## config.mk

```make
export PLATFORM = sky130hd
export DESIGN_NAME = md5_padder
export DESIGN_NICKNAME = d
export VERILOG_FILES = /design/src/rtl/md5_padder.sv
export SDC_FILE = /design/constraint.sdc
export NUM_CORES = 1
export LEC_CHECK = 0
export CAP_MARGIN = 20
export CELL_PAD_IN_SITES_DETAIL_PLACEMENT = 1
export CELL_PAD_IN_SITES_GLOBAL_PLACEMENT = 1
export CORE_ASPECT_RATIO = 0.9
export CORE_UTILIZATION = 25
export DETAILED_ROUTE_END_ITERATION = 10
export GPL_TIMING_DRIVEN = 0
export PLACE_DENSITY_LB_ADDON = 0.05
export SLEW_MARGIN = 0
export SYNTH_ARGS = -nofsm -noshare
export SYNTH_HDL_FRONTEND = slang
export SYNTH_SLANG_ARGS = --single-unit
```

## constraint.sdc

```tcl
create_clock -name clk -period 5.4 [get_ports clk]
set_input_delay 0.54 -clock clk [delete_from_list [all_inputs] [get_ports clk]]
set_output_delay 0.54 -clock clk [all_outputs]
set_load 0.1 [all_outputs]
```

## src/rtl/md5_padder.sv

```systemverilog
// MD5 message padder: collects a byte stream into 512-bit blocks, appends the
// 0x80 terminator and the 64-bit little-endian bit length, and hands blocks downstream.
module md5_padder #(
  parameter int CNT_W = 61
) (
  input  logic         clk,
  input  logic         reset,
  input  logic [7:0]   byte_in,
  input  logic         byte_valid,
  input  logic         byte_last,
  output logic         byte_ready,
  input  logic         empty_msg,
  output logic [511:0] part_out,
  output logic         part_valid,
  input  logic         part_ready,
  output logic         part_last,
  output logic [63:0]  total_data_length
);

  typedef enum logic [1:0] {FILL, EMIT, EXTRA} state_t;

  state_t             state_q, state_d;
  logic [511:0]       buf_q, buf_d;
  logic [5:0]         idx_q, idx_d;
  logic [CNT_W-1:0]   cnt_q, cnt_d;
  logic               last_q, last_d;
  logic               extra_q, extra_d;
  logic               pad0_q, pad0_d;
  logic [5:0]         idx_inc;
  logic [CNT_W-1:0]   cnt_inc;

  // Bit length is the byte count shifted by three, truncated to 64 bits.
  function automatic logic [63:0] bit_len(input logic [CNT_W-1:0] c);
    logic [CNT_W+66:0] wide;
    wide = {64'd0, c, 3'b000};
    return wide[63:0];
  endfunction

  assign idx_inc = idx_q + 6'd1;
  assign cnt_inc = cnt_q + CNT_W'(1);

  always_ff @(posedge clk or negedge reset) begin
    if (!reset) begin
      state_q <= FILL;
      buf_q   <= '0;
      idx_q   <= '0;
      cnt_q   <= '0;
      last_q  <= 1'b0;
      extra_q <= 1'b0;
      pad0_q  <= 1'b0;
    end else begin
      state_q <= state_d;
      buf_q   <= buf_d;
      idx_q   <= idx_d;
      cnt_q   <= cnt_d;
      last_q  <= last_d;
      extra_q <= extra_d;
      pad0_q  <= pad0_d;
    end
  end

  always_comb begin
    state_d = state_q;
    buf_d   = buf_q;
    idx_d   = idx_q;
    cnt_d   = cnt_q;
    last_d  = last_q;
    extra_d = extra_q;
    pad0_d  = pad0_q;
    case (state_q)
      FILL: begin
        if (byte_valid) begin
          buf_d[{idx_q, 3'b000} +: 8] = byte_in;
          idx_d = idx_inc;
          cnt_d = cnt_inc;
          if (byte_last) begin
            state_d = EMIT;
            if (idx_q <= 6'd54) begin
              buf_d[{idx_inc, 3'b000} +: 8] = 8'h80;
              buf_d[511:448] = bit_len(cnt_inc);
              last_d = 1'b1;
            end else if (idx_q != 6'd63) begin
              // No room for the length: terminator here, length in a trailing block.
              buf_d[{idx_inc, 3'b000} +: 8] = 8'h80;
              extra_d = 1'b1;
              pad0_d  = 1'b0;
            end else begin
              extra_d = 1'b1;
              pad0_d  = 1'b1;
            end
          end else if (idx_q == 6'd63) begin
            state_d = EMIT;
          end
        end else if (empty_msg && (cnt_q == '0)) begin
          buf_d[7:0] = 8'h80;
          last_d  = 1'b1;
          state_d = EMIT;
        end
      end
      EMIT: begin
        if (part_ready) begin
          buf_d = '0;
          if (last_q) begin
            state_d = FILL;
            cnt_d   = '0;
            idx_d   = '0;
            last_d  = 1'b0;
          end else if (extra_q) begin
            state_d = EXTRA;
          end else begin
            state_d = FILL;
          end
        end
      end
      EXTRA: begin
        buf_d[511:448] = bit_len(cnt_q);
        if (pad0_q) buf_d[7:0] = 8'h80;
        last_d  = 1'b1;
        extra_d = 1'b0;
        pad0_d  = 1'b0;
        state_d = EMIT;
      end
      default: state_d = FILL;
    endcase
  end

  always_comb begin
    byte_ready        = (state_q == FILL);
    part_valid        = (state_q == EMIT);
    part_last         = (state_q == EMIT) && last_q;
    part_out          = buf_q;
    total_data_length = bit_len(cnt_q);
  end

endmodule

```

==> flow_metrics.py, run 1 <==
metrics = {
    "placed_design": {
        "gp_congestion": 0.915,
        "hpwl_um": 125000,
        "io_buffers": 582,
        "postPlaceCellArea_um2": 36000,
    },
    "min_path": {
        "hold_path_class": "input port to async pin",
    },
    "worst_setup_path": {
        "crit_path_max_fanout": 10,
        "crit_arrival_ns": 5.46,
        "crit_required_ns": 5.96,
        "worstSetupPathType": "flip-flop to flip-flop",
        "r2r_slack_ns": 0.50,
        "cp-end-kind": "flip-flop",
        "start_kind": "flip-flop",
    },
    "clocking": {
        "clock_path_buffers": 3,
        "cts.sinks": 584,
        "clock_latency_ns": 0.66,
        "clockRootBuffer": "clkbuf_16",
        "cts.clk_slew.worst_paths_ns": 0.06,
        "numCtsBuffers": 73,
        "cts_resized": 0,
        "cts_tree": "yes",
        "htree_levels": 3,
    },
    "route": {
        "wire_per_inst_um": 33.3,
        "viasPerCell": 5.61,
        "drtIter0Drc": 2272,
        "ant_nets": 0,
        "drt_wl_total_um": 164000,
        "route.detailed.drc": 0,
        "drt_pass1_iterations": 6,
        "num_vias": 27600,
    },
    "sta": {
        "hold_ws_ns": 0.469,
        "finalSetupViolCount": 0,
        "max_freq_ghz": 0.204,
        "slew_headroom": 0.212,
        "finalCritPeriodShare": 0.907,
        "fin_crit_ns": 4.90,
        "skew_ns": 0.0274,
        "slew_violations": 0,
        "tightest_slew_ns": 1.18,
        "rsz0062_at_grt": "false",
        "setup-tns-final_ns": 0,
        "hold_violations": 0,
    },
    "synth": {
        "synth_area_leader_cell": "dfrtp_1",
        "synth.avg_cell_area_um2": 10.3,
        "netlist_area_um2": 27900,
        "synth_area_leaders": "dfrtp_1, a22o_1, o21ai_0, nand2_1, o2bb2ai_1",
        "synth_top_area_frac": 0.523,
        "synth_seq_area_share": 0.523,
        "ys_ff_latch": 584,
        "synthFlopType": "dfrtp_1",
        "yosys_warnings": 0,
        "synthDistinctLibCells": 93,
        "async_flop_share": 1.00,
        "synth-edff-count": 0,
        "synth_cells": 2716,
    },
    "job": {
        "max_cap_viol_count": 0,
    },
    "grt": {
        "grt_antenna_before_repair": 5,
        "overflow": 0,
        "grt_max_degree": 122,
        "grt_pass1_vias": 28400,
        "globalRouteTotalUtil": 0.284,
        "grt_pass1_wl_um": 230000,
    },
    "layout": {
        "drive_above_1_share": 0.0850,
        "final_area_um2": 38400,
        "final_nets": 3426,
        "area_delta_synth_final_pct": 37.5,
    },
    "floorplan": {
        "die_area_um2": 113000,
        "io_pins": 593,
        "core_region_area_um2": 110000,
        "die_w_um": 354,
        "row_count": 115,
        "die_h_um": 319,
        "initial_core_util": 0.254,
    },
    "pwr": {
        "vdd_ir_drop_max_v": 0.000251,
        "p_leak_uw": 0.0155,
        "p_per_area_nw_per_um2": 441,
    },
    "outcome": {
        "status": "finished, final reports clean",
    },
}
flip-flops by register name (all words and copies together) (netlist names):
signal and flops:
pad0_q 1, last_q 1, state_q 2, idx_q 6, cnt_q 61, extra_q 1
part_out 512
timing repair:
action | in CTS | in global routing
buffers inserted | 0 | 0
hold buffers | 1 | 0
endpoints found under the hold margin | 72 | 0
critical path, stage by stage, from the launching register on:
cell	delay, ns
dfrtp_1	0.40
inv_1	0.11
ha_1	0.23
clkbuf_1	0.29
nand2_1	0.18
nor2_1	0.70
clkbuf_1	0.58
clkbuf_1	0.91
o21ai_0	0.31
o21ai_1	0.87
o2bb2ai_1	0.20
stage by stage:
stage	power (uW)	setup slack, ns	util	cells
final	16900	0.504	0.349	4921
after global routing	17500	0.272	0.349	4920
after CTS	16900	0.548	0.349	4919
after detailed placement	11900	0.445	0.327	4785
after global placement	11700	-23.73	0.324	4762
after floorplan	8810	2.18	-	2718
synthesized netlist by cell type, types with 29 or more instances:
| cell | count |
|---|---|
| o2bb2ai_1 | 99 |
| xnor2_1 | 29 |
| o22ai_1 | 29 |
| nand2_1 | 256 |
| clkbuf_1 | 134 |
| nor3_1 | 41 |
| a22o_1 | 317 |
| nor2_1 | 187 |
| o21ai_1 | 59 |
| o31ai_1 | 31 |
| nand3_1 | 82 |
| a21oi_1 | 119 |
| mux2i_1 | 31 |
| o21ai_0 | 200 |
| buf_2 | 33 |
| inv_1 | 31 |
| dfrtp_1 | 584 |
report_power, final:
group          switching [uW]  internal (uW)
Clock                    2140           2880
Combinational            5750           1320
Sequential                282           4570
cell type report:
cell class,instances,area [um^2]
antenna,1,2.50
buffer,202,883
clock buffer,104,2140
clock inverter,29,259
fill,12300,71500
inverter,33,124
multi-input combinational,1899,12300
sequential,584,14600
tap,1462,1830
timing repair buffer,607,6200
metal layers:
layer  global-route usage  vias up  routed length (um)
met3               0.0666      223               12800
met4               0.0947        4                5490
met1                0.385    14700               71100
li1                     -    11600                   -
met5                    0        -                  27
met2                0.443     1116               74700
cells by family (layout without fill, tap and decap cells):
family | after synthesis | after routing | synth area share
adders and majority gates | 12 | 12 | 0.00538
other | 1 | 4 | 0.000134
AOI/OAI and AO/OA | 1010 | 1010 | 0.262
buffers and inverters | 235 | 975 | 0.0360
muxes | 44 | 44 | 0.0164
and+or+nand+nor | 781 | 781 | 0.140
xor gates and xnor gates | 49 | 49 | 0.0166
DFF | 584 | 584 | 0.523
path summary, 6_finish.rpt:
check / endpoint / depth (start not counted) / startpoint
worst max-delay path: part_out[26] / 10 / state_q[0]
worst min-delay path: part_out[27] / 2 / reset
worst max register to register: part_out[26] / 10 / state_q[0]
worst min register to register: part_out[105] / 2 / part_out[105]
max in group asynchronous: part_out[129] / 5 / reset
min in group clk: part_out[105] / 2 / part_out[105]
cells in the final DEF (no fill, tap or decap), types with 13 or more instances in the layout:
| cell | netlist | routed |
|---|---|---|
| nand3_1 | 82 | 82 |
| nor2_1 | 187 | 184 |
| xor2_1 | 17 | 17 |
| a221o_1 | 16 | 16 |
| inv_1 | 31 | 31 |
| o31ai_1 | 31 | 31 |
| o21ai_1 | 59 | 59 |
| buf_4 | 15 | 20 |
| a31oi_1 | 21 | 21 |
| nor3_2 | 20 | 20 |
| and2_1 | 20 | 20 |
| clkbuf_16 | 0 | 74 |
| buf_1 | 15 | 14 |
| o21ai_0 | 200 | 199 |
| nand2_1 | 256 | 256 |
| o2bb2ai_1 | 99 | 99 |
| and3_1 | 23 | 23 |
| o211ai_1 | 14 | 14 |
| mux2i_1 | 31 | 31 |
| a22o_1 | 317 | 317 |
| clkbuf_1 | 134 | 146 |
| clkdlybuf4s50_1 | 0 | 581 |
| and4_1 | 13 | 13 |
| nor3_1 | 41 | 41 |
| mux2_2 | 13 | 13 |
| nand4_1 | 25 | 25 |
| buf_2 | 33 | 36 |
| xnor2_1 | 29 | 29 |
| clkbuf_8 | 0 | 18 |
| dfrtp_1 | 584 | 584 |
| or3_1 | 17 | 17 |
| a21oi_1 | 119 | 119 |
| o22ai_1 | 29 | 29 |
| clkinv_2 | 0 | 13 |
| nor4_1 | 26 | 25 |
Note: power is estimated with default switching activity, not from simulation.
==> run 2, diff against run 1 <==
==> constraint.sdc (replaced) <==
create_clock -name clk -period 6 [get_ports clk]
set_input_delay 0.6 -clock clk [delete_from_list [all_inputs] [get_ports clk]]
set_output_delay 0.6 -clock clk [all_outputs]
set_load 0.1 [all_outputs]
==> results of run 2 <==
Same layout as run 1 (identical final DEF). Status: finished, final reports clean.
Main changes from that run: setup slack after placement 0.445 ns -> 0.985 ns; setup slack after layout 0.504 ns -> 1.10 ns; hold slack 0.469 ns -> 0.484 ns; register-to-register setup slack 0.50 ns -> 1.10 ns; total power 16900 uW -> 15300 uW; worst IR drop on VDD 0.000251 V -> 0.000226 V
==> RTL change (settings of run 2) <==
Set the parameter `CNT_W` to 53 (it was 61).
--- a/src/rtl/md5_padder.sv
+++ b/src/rtl/md5_padder.sv
@@ -2,5 +2,5 @@
 // 0x80 terminator and the 64-bit little-endian bit length, and hands blocks downstream.
 module md5_padder #(
-  parameter int CNT_W = 61
+  parameter int CNT_W = 53
 ) (
   input  logic         clk,
Check against the original RTL: not settled (the Yosys comparison gave no result); the edit may change what the design does.
==> RTL change against run 2 <==
Routed wire length about the same; worst setup slack worse by 0.57 ns; maximum frequency down 10%; sequential cell count down 8; final cell count down 2.2%; synthesized area down 1.9%; cell area down 0.88%; die area down 1.9%; power up 0.90%; highest routed layer unchanged.
==> RTL change: results (changes against run 2) <==
stage;metric;value;unit;change
status;status;completed;;
timing;fin_skew;0.0171;ns;-0.0103 ns
finish;seq_share;37.9;%;-0.19 points
setup_path;worst_path_max_delay_cell;nor3_2;;
route;vias_per_cell;5.63;;+0.36%
finish;buffers;833;;+3.0%
place;io_buffers;578;;-0.69%
finish;clockNetworkAreaShare;6.58;%;+0.32 points
route;num_vias;27091;;-1.8%
logic_synthesis;synthTopCellsByArea;dfrtp_1, a22o_1, o21ai_0;;
setup_path;cp_top_family;buffers and inverters;;
pwr;ir_drop;0.241;mV;+6.5%
worst_hold_path;hold_class;reg2reg;;
finish;final_net_count;3331;;-2.8%
finish;nMultiInputCombCells;1799;;-5.3%
route;initialDrtViolationCount;2327;;+2.4%
setup_path;cp_data_arrival_time;6.06;ns;+0.60 ns
finish;drive_gt1_share;9.90;%;+1.4 points
finish;diodes;2;;+1
logic_synthesis;synthTopCellsByCount;dfrtp_1, a22o_1, nand2_1;;
finish;nNonClkInverters;23;;-30%
grt;grt_antenna_before_repair;11;;+6
finish;clock_buffers;98;;-5.8%
pwr;switchingPower;7310;uW;-0.52%
logic_synthesis;synth_warnings;0;;unchanged
logic_synthesis;yosysSeqAreaShare;52.6;%;+0.28 points
finish;fillCellCount;12026;;-2.1%
grt;grt_pass1_wl;227;mm;-1.6%
setup_path;path_max_fanout;10;;unchanged
route;wirelength;164;mm;about the same
setup_path;max_stage_delay;0.87;ns;-0.04 ns
clock_tree;clkSinkCount;576;;-1.4%
grt;track_usage;29.0;%;+0.51 points
pwr;power_frac_comb;41.5;%;-0.2 points
logic_synthesis;synthDistinctLibCells;89;;-4.3%
grt;grt_max_degree;110;;-9.8%
timing;max_slew.worst_pin.slew;1.24;ns;+0.0605 ns
setup_path;rrSetupSlack;0.53;ns;-0.57 ns
finish;multi_input_area;0.0120;sq mm;-2.6%
worst_hold_path;min-delay-start;part_out[213]$_DFFE_PN0P_;;
place;routabilityCongestion;0.954;;+4.3%
grt;grt_pass1_vias;27757;;-2.2%
place;dpl.cell_count;4675;;-2.3%
logic_synthesis;synthCells;2608;;-4.0%
route;drtPass1Iterations;7;;+1
finish;bufAreaShareNonClock;19.0;%;+0.51 points
pwr;pwr-share-clk;30.4;%;+0.8 points
place;dp_hpwl;122;mm;-2.0%
setup_path;worstSetupStartpoint;idx_q[0]$_DFFE_PN0P_;;
timing;whs;0.489;ns;+0.00437 ns
clock_tree;cts_buffer_depth;3;;unchanged
pwr;power_leakage;0.0157;uW;+1.3%
## RTL change: path summary, 6_finish.rpt
kind,endpoint,cells after the start
max,part_out[282]$_DFFE_PN0P_,13
min,part_out[213]$_DFFE_PN0P_,2
max reg2reg,part_out[282]$_DFFE_PN0P_,13
min reg2reg,part_out[213]$_DFFE_PN0P_,2
max in group asynchronous,part_out[372]$_DFFE_PN0P_,4
min in group asynchronous,part_out[225]$_DFFE_PN0P_,2
## RTL change: timing repair
| item | CTS | global route |
|---|---|---|
| hold buffers | 1 | 0 |
| setup buffers | 0 | 0 |
| resized for setup | 0 | 0 |
| endpoints found under the hold margin | 37 | 0 |
## RTL change: kinds of logic (layout without fill, tap and decap cells)
family                   after synthesis  after routing  synth area share, %
AO/OA/AOI/OAI                        976            976                 26.3
XOR/XNOR                              39             39                 1.27
adder cells (fa/ha/maj)               11             11                0.502
buffers and inverters                243            988                 3.80
flip-flops                           576            576                 52.6
multiplexers                          40             40                 1.61
other                                  1             13               0.0137
AND/OR/NAND/NOR                      722            722                 13.9
## RTL change: metal layers
metal,vias to the layer above,GRT usage (%),part of all wire [%]
li1,11288,-,-
met1,14378,40.2,44
met2,1221,44.3,45
met3,202,7.70,8.6
met4,2,7.68,2.5
met5,-,0,0.0085
## RTL change: stage by stage
| step | area [sq um] | worst slack (ns) | total power [uW] | utilization (%) |
|---|---|---|---|---|
| finish | 38100 | 0.533 | 15400 | 35.2 |
| global route | 38000 | 0.428 | 15800 | 35.2 |
| CTS | 38000 | 0.677 | 15400 | 35.2 |
| detailed placement | 35500 | 0.678 | 10600 | 32.9 |
| global placement | 35000 | -22.88 | 10500 | 32.4 |
| floorplan | 27400 | 2.59 | 7890 | - |
